### config.mk
export PLATFORM = sky130hd
export DESIGN_NAME = pe_operand_feeder
export DESIGN_NICKNAME = d
export VERILOG_FILES = /design/src/rtl/pe_pkg.sv /design/src/rtl/brick_slicer.sv /design/src/rtl/pe_operand_feeder.sv
export SDC_FILE = /design/constraint.sdc
export NUM_CORES = 1
export LEC_CHECK = 0
export BUFFER_PORTS_ARGS = -buffer_cell sky130_fd_sc_hd__buf_2
export CORE_ASPECT_RATIO = 0.75
export CORE_MARGIN = 1.5
export CORE_UTILIZATION = 48
export DETAILED_ROUTE_END_ITERATION = 10
export GPL_ROUTABILITY_DRIVEN = 0
export PLACE_DENSITY = 0.76
export SYNTH_ARGS = -nofsm -noshare
export SYNTH_HDL_FRONTEND = slang
export SYNTH_SLANG_ARGS = --single-unit
### constraint.sdc
create_clock -name i_clk -period 6.79 [get_ports i_clk]
set_input_delay 1.358 -clock i_clk [delete_from_list [all_inputs] [get_ports i_clk]]
set_output_delay 1.358 -clock i_clk [all_outputs]
set_load 0.02 [all_outputs]
### src/rtl/pe_pkg.sv
// pe_pkg: shared FSM states, brick width and beat shift constants for the operand feeder
package pe_pkg;
  localparam int LANES_DEF = 16;
  localparam int BRICK_W = 2;
  localparam logic [3:0] SHIFT_LL = 4'd0;
  localparam logic [3:0] SHIFT_MID = 4'd2;
  localparam logic [3:0] SHIFT_HH = 4'd4;
  typedef enum logic [2:0] {S_IDLE, S_B0, S_B1, S_B2, S_B3} feeder_state_e;
  function automatic logic [3:0] beat_shift(input feeder_state_e s);
    return s == S_B3 ? SHIFT_HH : (s == S_B1 || s == S_B2) ? SHIFT_MID : SHIFT_LL;
  endfunction
endpackage

### src/rtl/brick_slicer.sv
// brick_slicer: picks the low or high 2-bit slice of every 4-bit lane
module brick_slicer
  import pe_pkg::*;
#(parameter int LANES = LANES_DEF) (
  input  logic [4*LANES-1:0]       i_data,
  input  logic                     i_hi,
  output logic [BRICK_W*LANES-1:0] o_brick
);
  for (genvar k = 0; k < LANES; k++) begin : g_lane
    assign o_brick[BRICK_W*k +: BRICK_W] = i_hi ? i_data[4*k+2 +: 2] : i_data[4*k +: 2];
  end
endmodule

### src/rtl/pe_operand_feeder.sv
// pe_operand_feeder: splits 2/4-bit operand vectors into registered 2-bit brick beats for a PE.
// Optional FEEDER_BEAT_CNT_EN adds a live 16-bit consumed-beat counter on o_beat_cnt.
module pe_operand_feeder
  import pe_pkg::*;
#(parameter int LANES = LANES_DEF) (
  input  logic                     i_clk,
  input  logic                     i_rst,
  input  logic                     i_valid,
  output logic                     o_ready,
  input  logic [4*LANES-1:0]       i_act,
  input  logic [4*LANES-1:0]       i_wgt,
  input  logic                     i_mode4,
  input  logic                     i_A_signed,
  input  logic                     i_W_signed,
  output logic [BRICK_W*LANES-1:0] o_activation,
  output logic [BRICK_W*LANES-1:0] o_weight,
  output logic                     o_A_signed,
  output logic                     o_W_signed,
  output logic [3:0]               o_shift_amount,
  output logic                     o_valid,
  input  logic                     i_ready,
  output logic                     o_last,
  output logic [15:0]              o_beat_cnt
);
  feeder_state_e r_state, w_nxt_state;
  logic [4*LANES-1:0] r_act, r_wgt, w_src_act, w_src_wgt;
  logic [BRICK_W*LANES-1:0] w_act_brick, w_wgt_brick;
  logic r_mode4, r_as, r_ws, r_valid, r_last;
  logic w_accept, w_consume, w_mode4, w_as, w_ws, w_a_hi, w_w_hi;
  assign o_valid = r_valid;
  assign o_last = r_last;
  assign o_ready = !i_rst && (r_state == S_IDLE || (r_valid && i_ready && r_last));
  assign w_accept = i_valid && o_ready;
  assign w_consume = r_valid && i_ready;
  // On accept the first beat is sliced straight from the inputs so it is valid next cycle
  always_comb begin
    w_nxt_state = w_accept ? S_B0 : r_last ? S_IDLE : feeder_state_e'(r_state + 3'd1);
    w_src_act = w_accept ? i_act : r_act;
    w_src_wgt = w_accept ? i_wgt : r_wgt;
    w_mode4 = w_accept ? i_mode4 : r_mode4;
    w_as = w_accept ? i_A_signed : r_as;
    w_ws = w_accept ? i_W_signed : r_ws;
    w_a_hi = w_nxt_state == S_B1 || w_nxt_state == S_B3;
    w_w_hi = w_nxt_state == S_B2 || w_nxt_state == S_B3;
  end
  brick_slicer #(.LANES(LANES)) u_act_slicer (.i_data(w_src_act), .i_hi(w_a_hi), .o_brick(w_act_brick));
  brick_slicer #(.LANES(LANES)) u_wgt_slicer (.i_data(w_src_wgt), .i_hi(w_w_hi), .o_brick(w_wgt_brick));
  always_ff @(posedge i_clk or posedge i_rst) begin
    if (i_rst) begin
      r_state <= S_IDLE;
      r_valid <= 1'b0;
      r_last <= 1'b0;
      o_activation <= '0;
      o_weight <= '0;
      o_shift_amount <= '0;
      o_A_signed <= 1'b0;
      o_W_signed <= 1'b0;
      r_act <= '0;
      r_wgt <= '0;
      r_mode4 <= 1'b0;
      r_as <= 1'b0;
      r_ws <= 1'b0;
    end else if (w_accept || w_consume) begin
      r_state <= w_nxt_state;
      r_valid <= w_nxt_state != S_IDLE;
      r_last <= w_nxt_state != S_IDLE && (!w_mode4 || w_nxt_state == S_B3);
      o_activation <= w_act_brick;
      o_weight <= w_wgt_brick;
      o_shift_amount <= w_mode4 ? beat_shift(w_nxt_state) : SHIFT_LL;
      o_A_signed <= w_as && (!w_mode4 || w_a_hi);
      o_W_signed <= w_ws && (!w_mode4 || w_w_hi);
      if (w_accept) begin
        r_act <= i_act;
        r_wgt <= i_wgt;
        r_mode4 <= i_mode4;
        r_as <= i_A_signed;
        r_ws <= i_W_signed;
      end
    end
  end
`ifdef FEEDER_BEAT_CNT_EN
  logic [15:0] r_beat_cnt;
  always_ff @(posedge i_clk or posedge i_rst) begin
    if (i_rst) r_beat_cnt <= '0;
    else if (w_consume) r_beat_cnt <= r_beat_cnt + 16'd1;
  end
  assign o_beat_cnt = r_beat_cnt;
`else
  assign o_beat_cnt = 16'd0;
`endif
endmodule

; ---- After elaboration in Yosys (flattened, before gate mapping)
; Cells that the tools add are included.
[word_totals]
ff_bits = 206
in_bits = 135
output_inout_bits = 89
wordCells = 78
[classes]
add_sub_neg = 1
n_eq_ne = 3
muxes = 42
n_reduce_logical = 19
[op_table]
columns = cell, n
row1 = $mux W64, 2
row2 = $mux W2, 33
row3 = $mux W3, 4
row4 = $logic_or A1 B1 Y1, 8
row5 = $logic_and A1 B1 Y1, 7
row6 = $eq A3 B2 Y1 const B, 2
row7 = $add A3 B1 Y3 const B, 1
row8 = $eq A3 B3 Y1 const B, 1
row9 = $logic_not A3 Y1, 1
row10 = $mux W1, 3
row11 = $reduce_bool A3 Y1, 1
row12 = $logic_not A1 Y1, 2

; ---- Depth between registers and ports, before layout
[depth]
depth_word = 11
depth_mapped = 9
depth_no_buf = 6

; ---- Hierarchy
; Synthesis repeated with hierarchy kept, for this count alone.
[unflattened]
hier_cells = 854
area_unflattened_um2 = 10923.0
[modules_own_cells]
columns = mod, instances, cells_per_inst, area_per_inst_um2, seq_area_each_um2
row1 = pe_operand_feeder, 1, 782, 9834.4, 5104.9
row2 = brick_slicer, 2, 36, 544.3, 0.0

; ---- Least setup slack after synthesis
; Ideal clock, no wire load.
[synth_path]
kind = input to output
startpoint = in i_ready
endpoint = out o_ready
arrival_ps = 1854
t_required_ps = 5432
slack_ps = 3578
stages = 2
n_path_buf = 0
cell_sequence = nand3_1 a21oi_1
[synth_via]
elab_chain_cells = 4
[synth_lines]
columns = element, line_no
row1 = from (decl), pe_operand_feeder.sv:21  ; input logic i_ready,
row2 = $logic_and A1 B1 Y1 (2 in a row), pe_operand_feeder.sv:32  ; assign o_ready = !i_rst && (r_state == S_IDLE || (r_valid && i_ready && r_last));
row3 = $logic_or A1 B1 Y1, pe_operand_feeder.sv:32
row4 = $logic_and A1 B1 Y1, pe_operand_feeder.sv:32
row5 = to (decl), pe_operand_feeder.sv:9  ; output logic o_ready,
; No other way between the ends.

; ---- Worst setup path in the final report
; Ends and elaborated chain as after synthesis.

==> run metrics <==
placed insts 1300; I/O pin count ~220; share of cells above drive strength 1 0.270; Synth Cell Area 9120 um^2; worst slew margin relative to its limit 0.222; die area between 15000 and 20000 um^2; fin. max-slew vios 0; Switching Share 0.382; Mapped Cells 900; Yosys reg bits 204; Worst Path Required 5430 ps; post-CTS sizing 0; most frequent cells in the layout buf_2, dfrtp_1, nand2_1; CTS H-tree depth 1; first-pass GRT wire length 34.7 mm; Remaining Overflow, GRT 0; FMAX between 200 and 300 MHz; drt drc 0; fin cells 1338; final hold vios 0; crit path kind input port to output port; Distinct cells, synth 43; via count 6865; DR WL/cell roughly 16 um; cts hold-fix bufs 0; main area contributors after synthesis dfrtp_1, nand2_1, o21ai_0, a211oi_1, a221oi_2; fin crit share 0.516; Worst Path Arrival 2150 ps; Final setup violation count 0; Max VDD drop 0.238 mV; Reg clk slew, reported paths 60 ps; Leakage 0.00564 uW; Die Width 162 um; clock skew 7.40 ps; Clock Latency Late Sink 500 ps; RSZ-0062 raised after global routing false; Synth top area share 0.560; Pint around 3300 uW; Routed Antenna Nets 0; row cnt 43; post-DP HPWL 13.4 mm; CTS max path bufs 3; status finished clean; R2R depth 8; worst hold-check path type flip-flop to flip-flop; largest net degree at the start of global routing 203; Layout area overhead 20.1%; Starting Density 0.492; initial antenna violation count 2; Startpoint Class input port; Core Region 18600 um^2; Crit. End Element output port; final core utilization 0.590; worst slew pin tran around 1200 ps; TritonCTS clock tree built; Hold Path Stages 2; PD cells between 400 and 500 nW/um^2; syn avg cell area 10.1 um^2; MaxCap Viol Count 0; post-synthesis sequential area ratio 0.560; area leader, netlist dfrtp_1; Pre-Repair DR Iteration Count 5; CTS Sinks 204; switching pwr 2060 uW; vias in the first global route 6623; fin crit period 3500 ps; crit path max fanout 7; Ys Warns 0; Post-CTS Setup Repair Bufs 0; GRT Util Overall 0.219; DIE HEIGHT 122 um; # port buffers about 200; Routed WL ~22 mm; Num CTS Buffers 21; DR iter-0 viols about 540; ys flop type dfrtp_1; Sequential Power Share 0.383; Logic pwr share 0.396; commonest non-fill, non-tap cell in the layout buf_2; ys async rst share 1.00; via/cell ratio around 5; final setup TNS 0 ps; number of synthesized flops with an enable pin 0; Root Buffer clkbuf_16; Clk pwr share 0.221; Final #Nets 1213
==> metrics by stage <==
stage	cell area [um^2]	hold WS, ps	power (uW)	worst slack (ps)
after floorplan	9190	440	3620	2790
after global placement	10200	452	4150	2980
after detailed placement	10200	457	4230	2890
after CTS	11000	472	5440	3300
after global routing	11000	486	5780	3110
final	11000	467	5390	3290
==> logic make-up after synthesis <==
family / share of synthesized area
AOI/OAI and AO/OA: 0.200
and+or+nand+nor: 0.102
DFF: 0.560
buffers and inverters: 0.0900
muxes: 0.0414
adders and majority gates: 0.00274
xor gates and xnor gates: 0.00357
other: 0.000411
==> routing by layer <==
layer  GRT usage  vias to the layer above  wire length, um
li1            -                     3342                -
met1       0.319                     3303            10300
met2       0.344                      194             9740
met3      0.0443                       24             1260
met4      0.0396                        2              311
met5           0                        -               12
==> sequential cells by signal (all words and copies together), names as in the netlist, 2 cells and up <==
register        cells
o_weight           32
r_wgt              64
r_act              64
r_state             3
o_activation       32
o_shift_amount      2
==> Yosys cell counts, types with 6 or more instances <==
cell type and instances:
mux2i_1 34, o21ai_0 97, dfrtp_1 204, nor2_1 37, a221oi_2 30, buf_4 23, inv_1 100, a211oi_1 64
clkbuf_1 32, a21o_1 33, nor2b_1 6, a21oi_1 7, buf_2 23, nand2_1 168
==> cell type report <==
cell class,count,area (um^2)
well taps,247,309
fillers,1617,7610
multi-input cells,531,3300
diodes,1,2.50
flip-flops and latches,204,5100
clock buffers,31,633
inverters,100,379
clock inverters,6,88.8
repair buffers,218,1140
==> worst paths after layout <==
path | from | end | slack, ps
min in group asynchronous | i_rst | o_A_signed | 810
setup reg to reg | r_state[0] | o_weight[23] | 3720
setup / recovery | i_ready | o_ready | 3290
hold reg to reg | r_act[35] | r_act[35] | 470
hold / removal | r_act[35] | r_act[35] | 470
max in group asynchronous | i_rst | r_act[30] | 4660
==> worst max-delay path: stages <==
cell and delay [ps]:
buf_2 180, nand3_1 200, a21oi_1 220, buf_2 190
==> power by group through the flow <==
stage	clock, uW	sequential [uW]	combinational [uW]
4_1_cts	1220	2060	2160
6_report	1190	2060	2140
3_5_place_dp	0	2070	2150
5_1_grt	1270	2130	2380
2_1_floorplan	0	2280	1340
3_3_place_gp	0	2070	2080
Power figures use the tool's default switching activity.
